==> src/rtl/nic_tx_queue_if.sv <==
// nic_tx_queue_if: CPU write path, status and router PE-port signals of the
// NIC transmit queue. The queue takes the slave side; the NIC/router
// environment takes the master side.
interface nic_tx_queue_if #(
  parameter int PACKET_WIDTH = 64,
  parameter int DEPTH        = 4
);
  localparam int CW = $clog2(DEPTH) + 1;

  // CPU-side write path and queue control
  logic                    flush;
  logic                    wr_en;
  logic [PACKET_WIDTH-1:0] wr_data;

  // Status back to the NIC status register
  logic                    full;
  logic                    empty;
  logic [CW-1:0]           count;
  logic                    overflow;

  // Router PE input port (peri / polarity_out / pesi / pedi)
  logic                    net_ri;
  logic                    net_polarity;
  logic                    net_so;
  logic [PACKET_WIDTH-1:0] net_do;

  modport master (
    output flush, wr_en, wr_data, net_ri, net_polarity,
    input  full, empty, count, overflow, net_so, net_do
  );

  modport slave (
    input  flush, wr_en, wr_data, net_ri, net_polarity,
    output full, empty, count, overflow, net_so, net_do
  );
endinterface

==> src/rtl/nic_tx_queue.sv <==
// nic_tx_queue: circular transmit queue between the NIC output channel and a
// router PE input port. The head packet launches only when the router is
// ready and the current polarity phase differs from the packet's VC bit
// (MSB). Strict FIFO order; an ineligible head blocks everything behind it.
// Optional feature macro: NIC_TXQ_STATS_EN adds the tx_count launch counter.
module nic_tx_queue #(
  parameter int PACKET_WIDTH = 64,
  parameter int DEPTH        = 4
) (
  input  logic              clk,
  input  logic              reset,
  nic_tx_queue_if.slave     q
`ifdef NIC_TXQ_STATS_EN
  ,
  output logic [15:0]       tx_count
`endif
);

  localparam int AW = $clog2(DEPTH);
  localparam int CW = AW + 1;

  logic [PACKET_WIDTH-1:0] mem [DEPTH];
  logic [AW-1:0]           rd_ptr;
  logic [AW-1:0]           wr_ptr;
  logic [CW-1:0]           count_q;
  logic [CW-1:0]           count_nxt;
  logic                    full_q;
  logic                    empty_q;
  logic                    overflow_q;
  logic                    so_q;
  logic [PACKET_WIDTH-1:0] do_q;

  logic [PACKET_WIDTH-1:0] head;
  logic                    launch;
  logic                    accept;
  logic                    drop;

  // Head eligibility, write acceptance and next occupancy
  always_comb begin
    head      = mem[rd_ptr];
    launch    = 1'b0;
    accept    = 1'b0;
    drop      = 1'b0;
    count_nxt = count_q;
    if (count_q != '0 && q.net_ri && (head[PACKET_WIDTH-1] != q.net_polarity)) begin
      launch = 1'b1;
    end
    // A full queue still takes a write when the head leaves on the same edge.
    if (q.wr_en) begin
      if (count_q != CW'(DEPTH) || launch) begin
        accept = 1'b1;
      end else begin
        drop = 1'b1;
      end
    end
    case ({accept, launch})
      2'b10:   count_nxt = count_q + CW'(1);
      2'b01:   count_nxt = count_q - CW'(1);
      default: count_nxt = count_q;
    endcase
  end

  // Pointers, occupancy, status flags and the registered router outputs
  always_ff @(posedge clk or posedge reset) begin
    if (reset) begin
      rd_ptr     <= '0;
      wr_ptr     <= '0;
      count_q    <= '0;
      full_q     <= 1'b0;
      empty_q    <= 1'b1;
      overflow_q <= 1'b0;
      so_q       <= 1'b0;
      do_q       <= '0;
    end else if (q.flush) begin
      rd_ptr     <= '0;
      wr_ptr     <= '0;
      count_q    <= '0;
      full_q     <= 1'b0;
      empty_q    <= 1'b1;
      overflow_q <= 1'b0;
      so_q       <= 1'b0;
    end else begin
      if (accept) wr_ptr <= wr_ptr + AW'(1);
      if (launch) begin
        rd_ptr <= rd_ptr + AW'(1);
        do_q   <= head;
      end
      so_q    <= launch;
      count_q <= count_nxt;
      full_q  <= (count_nxt == CW'(DEPTH));
      empty_q <= (count_nxt == '0);
      if (drop) overflow_q <= 1'b1;
    end
  end

  // Packet storage; stale contents are harmless because occupancy gates reads
  always_ff @(posedge clk) begin
    if (!q.flush && accept) begin
      mem[wr_ptr] <= q.wr_data;
    end
  end

`ifdef NIC_TXQ_STATS_EN
  // Launched-packet counter, wraps at 16 bits and survives flush
  always_ff @(posedge clk or posedge reset) begin
    if (reset) begin
      tx_count <= '0;
    end else if (!q.flush && launch) begin
      tx_count <= tx_count + 16'd1;
    end
  end
`endif

  assign q.full     = full_q;
  assign q.empty    = empty_q;
  assign q.count    = count_q;
  assign q.overflow = overflow_q;
  assign q.net_so   = so_q;
  assign q.net_do   = do_q;

endmodule

==> src/flat_wrapper.sv <==
// flat-port wrapper written by rule: the top's interface ports become plain ports
module nic_tx_queue_flat 
#(
  parameter int PACKET_WIDTH = 64,
  parameter int DEPTH        = 4
)
  (clk, reset, q_flush, q_wr_en, q_wr_data, q_net_ri, q_net_polarity, q_full, q_empty, q_count, q_overflow, q_net_so, q_net_do);
  nic_tx_queue_if #(.PACKET_WIDTH(PACKET_WIDTH), .DEPTH(DEPTH)) q_i ();
  input  logic clk;
  input  logic reset;
  input wire logic [$bits(q_i.flush)-1:0] q_flush;
  input wire logic [$bits(q_i.wr_en)-1:0] q_wr_en;
  input wire logic [$bits(q_i.wr_data)-1:0] q_wr_data;
  input wire logic [$bits(q_i.net_ri)-1:0] q_net_ri;
  input wire logic [$bits(q_i.net_polarity)-1:0] q_net_polarity;
  output wire logic [$bits(q_i.full)-1:0] q_full;
  output wire logic [$bits(q_i.empty)-1:0] q_empty;
  output wire logic [$bits(q_i.count)-1:0] q_count;
  output wire logic [$bits(q_i.overflow)-1:0] q_overflow;
  output wire logic [$bits(q_i.net_so)-1:0] q_net_so;
  output wire logic [$bits(q_i.net_do)-1:0] q_net_do;
  assign q_i.flush = q_flush;
  assign q_i.wr_en = q_wr_en;
  assign q_i.wr_data = q_wr_data;
  assign q_i.net_ri = q_net_ri;
  assign q_i.net_polarity = q_net_polarity;
  assign q_full = q_i.full;
  assign q_empty = q_i.empty;
  assign q_count = q_i.count;
  assign q_overflow = q_i.overflow;
  assign q_net_so = q_i.net_so;
  assign q_net_do = q_i.net_do;
  nic_tx_queue #(.PACKET_WIDTH(PACKET_WIDTH), .DEPTH(DEPTH)) u_core (.clk(clk), .reset(reset), .q(q_i));
endmodule
==> config.mk <==
export PLATFORM = sky130hd
export DESIGN_NAME = nic_tx_queue_flat
export DESIGN_NICKNAME = d
export VERILOG_FILES = /design/src/rtl/nic_tx_queue_if.sv /design/src/rtl/nic_tx_queue.sv /design/src/flat_wrapper.sv
export SDC_FILE = /design/constraint.sdc
export NUM_CORES = 1
export LEC_CHECK = 0
export BUFFER_PORTS_ARGS = -buffer_cell sky130_fd_sc_hd__buf_2
export CELL_PAD_IN_SITES_DETAIL_PLACEMENT = 1
export CELL_PAD_IN_SITES_GLOBAL_PLACEMENT = 2
export CORE_MARGIN = 1.5
export CORE_UTILIZATION = 40
export CTS_CLUSTER_DIAMETER = 150
export DETAILED_ROUTE_END_ITERATION = 16
export PLACE_DENSITY = 0.74
export RECOVER_POWER = 100
export SYNTH_ARGS = -nofsm -noshare
export SYNTH_HDL_FRONTEND = slang
export SYNTH_SLANG_ARGS = --single-unit
==> constraint.sdc <==
create_clock -name clk -period 5.7 [get_ports clk]
set_input_delay 0.855 -clock clk [delete_from_list [all_inputs] [get_ports clk]]
set_output_delay 0.855 -clock clk [all_outputs]
set_load 0.02 [all_outputs]
==> flow_metrics.tcl <==
set metrics [dict create \
    final_cell_mix "edfxtp_1, clkbuf_1, dfrtp_1" \
    tritoncts "yes" \
    violations "capacitance limit, slew limit" \
    num_vias 5989 \
    synthCells 569 \
    cts_max_path_buffers 3 \
    synth_area_um2 12700 \
    crit_type "register to register" \
    die_h_um 182 \
    gr-usage-all-layers 0.159 \
    ir_drop_mv 0.197 \
    relSlewSlack -1.44 \
    ioPinCount 141 \
    p_leak_nw 4.89 \
    skew_ns 0.0171 \
    drive_gt1_frac 0.197 \
    via_per_inst 5.15 \
    ys_warn_count 0 \
    ys_types 45 \
    grt_max_degree 76 \
    grt_pass1_vias 6642 \
    max_freq_ghz 0.229 \
    dieArea_um2 32900 \
    dp_hpwl_um 15800 \
    synth_edf_count 256 \
    first_pass_iters 5 \
    crit_path_max_fanout 70 \
    utilization 0.467 \
    multi_input_area_um2 2720 \
    pre_cts_ws_ns 1.58 \
    root_buffer "clkbuf_16" \
    synthArstFlopShare 0.227 \
    ys_ff_latch 331 \
    cp.arrival_ns 4.76 \
    hold_class "register to register" \
    required_ns 6.09 \
    status "finished, violations left" \
    ys_seq_area_frac 0.751 \
    fin_nets 805 \
    drc 0 \
    grt_pass1_wl_um 40000 \
    final_common_cell "edfxtp_1" \
    setup_viol_count_final 0 \
    crit_path_start_kind "register" \
    area_growth_pct 15.2 \
    drtIter0Drc 374 \
    cts_buffers 36 \
    overflow 0 \
    cts.clk_slew.worst_paths_ns 0.06 \
    wl_per_cell_um 21.7 \
    die_w_um 182 \
    cts_sinks 331 \
    gp_congestion 0.707 \
    htree_levels 2 \
    end_kind "register" \
    synth_top_flop_cell "edfxtp_1" \
    clk-insertion-delay-late_ns 0.52 \
    slew_violations 76 \
    cts_setup_buffers 0 \
    cap_violations 1 \
    start_util 0.405 \
    nFillCells 2934 \
    tns_ns 0 \
    setup_slack_ns 1.33 \
    period_share 0.766 \
    syn-mean-instance-area_um2 22.4 \
    hold_viol 0 \
    design.core.area_um2 31500 \
    seqCellArea_um2 9570 \
    synth_nets 644 \
    hold_buffers 0 \
    ant_nets 0 \
    fin_crit_ns 4.37 \
    rsz0062_at_grt "false" \
    rows 65 \
    cts_resized 0 \
    worst_slew_pin_slew_ns 3.63 \
    wl_um 25200 \
    powerDensity_nw_per_um2 446 \
    portBuffers 140 \
    antenna_found_initial 3 \
]
[path summary, 6_finish.rpt]
path | from | end | slack [ns] | depth (start not counted)
setup / recovery | u_core.rd_ptr[1]$_DFFE_PP0P_ | u_core.q.net_do[32]$_DFFE_PP0P_ | 1.33 | 6
hold / removal | u_core.q.net_do[10]$_DFFE_PP0P_ | u_core.q.net_do[10]$_DFFE_PP0P_ | 0.49 | 1
setup reg to reg | u_core.rd_ptr[1]$_DFFE_PP0P_ | u_core.q.net_do[32]$_DFFE_PP0P_ | 1.33 | 6
hold reg to reg | u_core.q.net_do[10]$_DFFE_PP0P_ | u_core.q.net_do[10]$_DFFE_PP0P_ | 0.49 | 1
max in group asynchronous | reset | u_core.rd_ptr[1]$_DFFE_PP0P_ | 2.30 | 2
min in group asynchronous | reset | u_core.q.count[2]$_DFF_PP0_ | 1.41 | 2
[flip-flops by register name, indices dropped and copies added, names as in the netlist]
register / cells
u_core.q.count: 3
u_core.q.net_so: 1
u_core.q.empty: 1
u_core.rd_ptr: 2
u_core.q.overflow: 1
u_core.wr_ptr: 2
u_core.mem: 256
u_core.q.net_do: 64
u_core.q.full: 1
[synth_stat cells (2+ instances only)]
cell,n,area share
a211oi_1,2,0.0012
a21oi_1,5,0.0020
buf_12,6,0.0094
clkbuf_1,16,0.0047
dfrtp_1,74,0.15
edfxtp_1,256,0.60
ha_1,4,0.0039
inv_1,9,0.0027
mux2_2,6,0.0053
mux2_4,59,0.070
mux2i_1,5,0.0039
mux4_2,63,0.11
nand2_1,6,0.0018
nand2b_1,3,0.0015
nand3_1,3,0.0012
nand3b_1,3,0.0018
nor2_1,14,0.0041
o21ai_0,4,0.0016
o31ai_1,2,0.0012
xnor2_1,4,0.0027
[routing by layer]
| metal | track usage | vias to the layer above | part of all wire |
|---|---|---|---|
| met1 | 0.214 | 3158 | 0.44 |
| li1 | - | 2623 | - |
| met2 | 0.260 | 163 | 0.49 |
| met5 | 0 | - | 0.0011 |
| met3 | 0.0375 | 41 | 0.052 |
| met4 | 0.0483 | 4 | 0.018 |
[report_power, final]
group	switching, mW	internal [mW]	leakage, nW
combinational	0.693	0.409	1.06
clock	0.906	1.42	0.588
sequential	0.191	2.93	3.24
total	1.79	4.76	4.89
[per-stage QoR]
step,cells,cell area (um^2),power (mW),hold slack (ns)
2_1_floorplan,569,12700,4.08,0.542
3_3_place_gp,1094,13900,4.51,0.491
3_5_place_dp,1094,13900,4.55,0.490
4_1_cts,1160,15100,6.91,0.512
5_1_grt,1160,14700,6.84,0.508
6_report,1162,14700,6.55,0.488
[layout make-up]
type                    count  area share
clock inverters            14     0.00929
multi-input cells         204       0.185
well taps                 402      0.0343
diodes                      2    0.000341
flip-flops and latches    331       0.652
inverters                   9     0.00239
repair buffers            148      0.0426
clock buffers              52      0.0738
[cell families after synthesis]
group / after synthesis / synth area share
flops: 331 / 0.751
fa+ha+maj: 5 / 0.00550
simple gates: 39 / 0.0174
compound gates: 21 / 0.0126
mux: 135 / 0.193
buf+inv: 34 / 0.0184
xor+xnor: 4 / 0.00275
[critical path: stages, from the launching register on]
cell	delay (ns)
dfrtp_4	0.82
or3b_1	0.51
mux2i_1	0.50
o32ai_1	0.47
nor2_8	0.51
clkbuf_1	1.01
mux2_2	0.42
(Power assumes the default switching activity.)
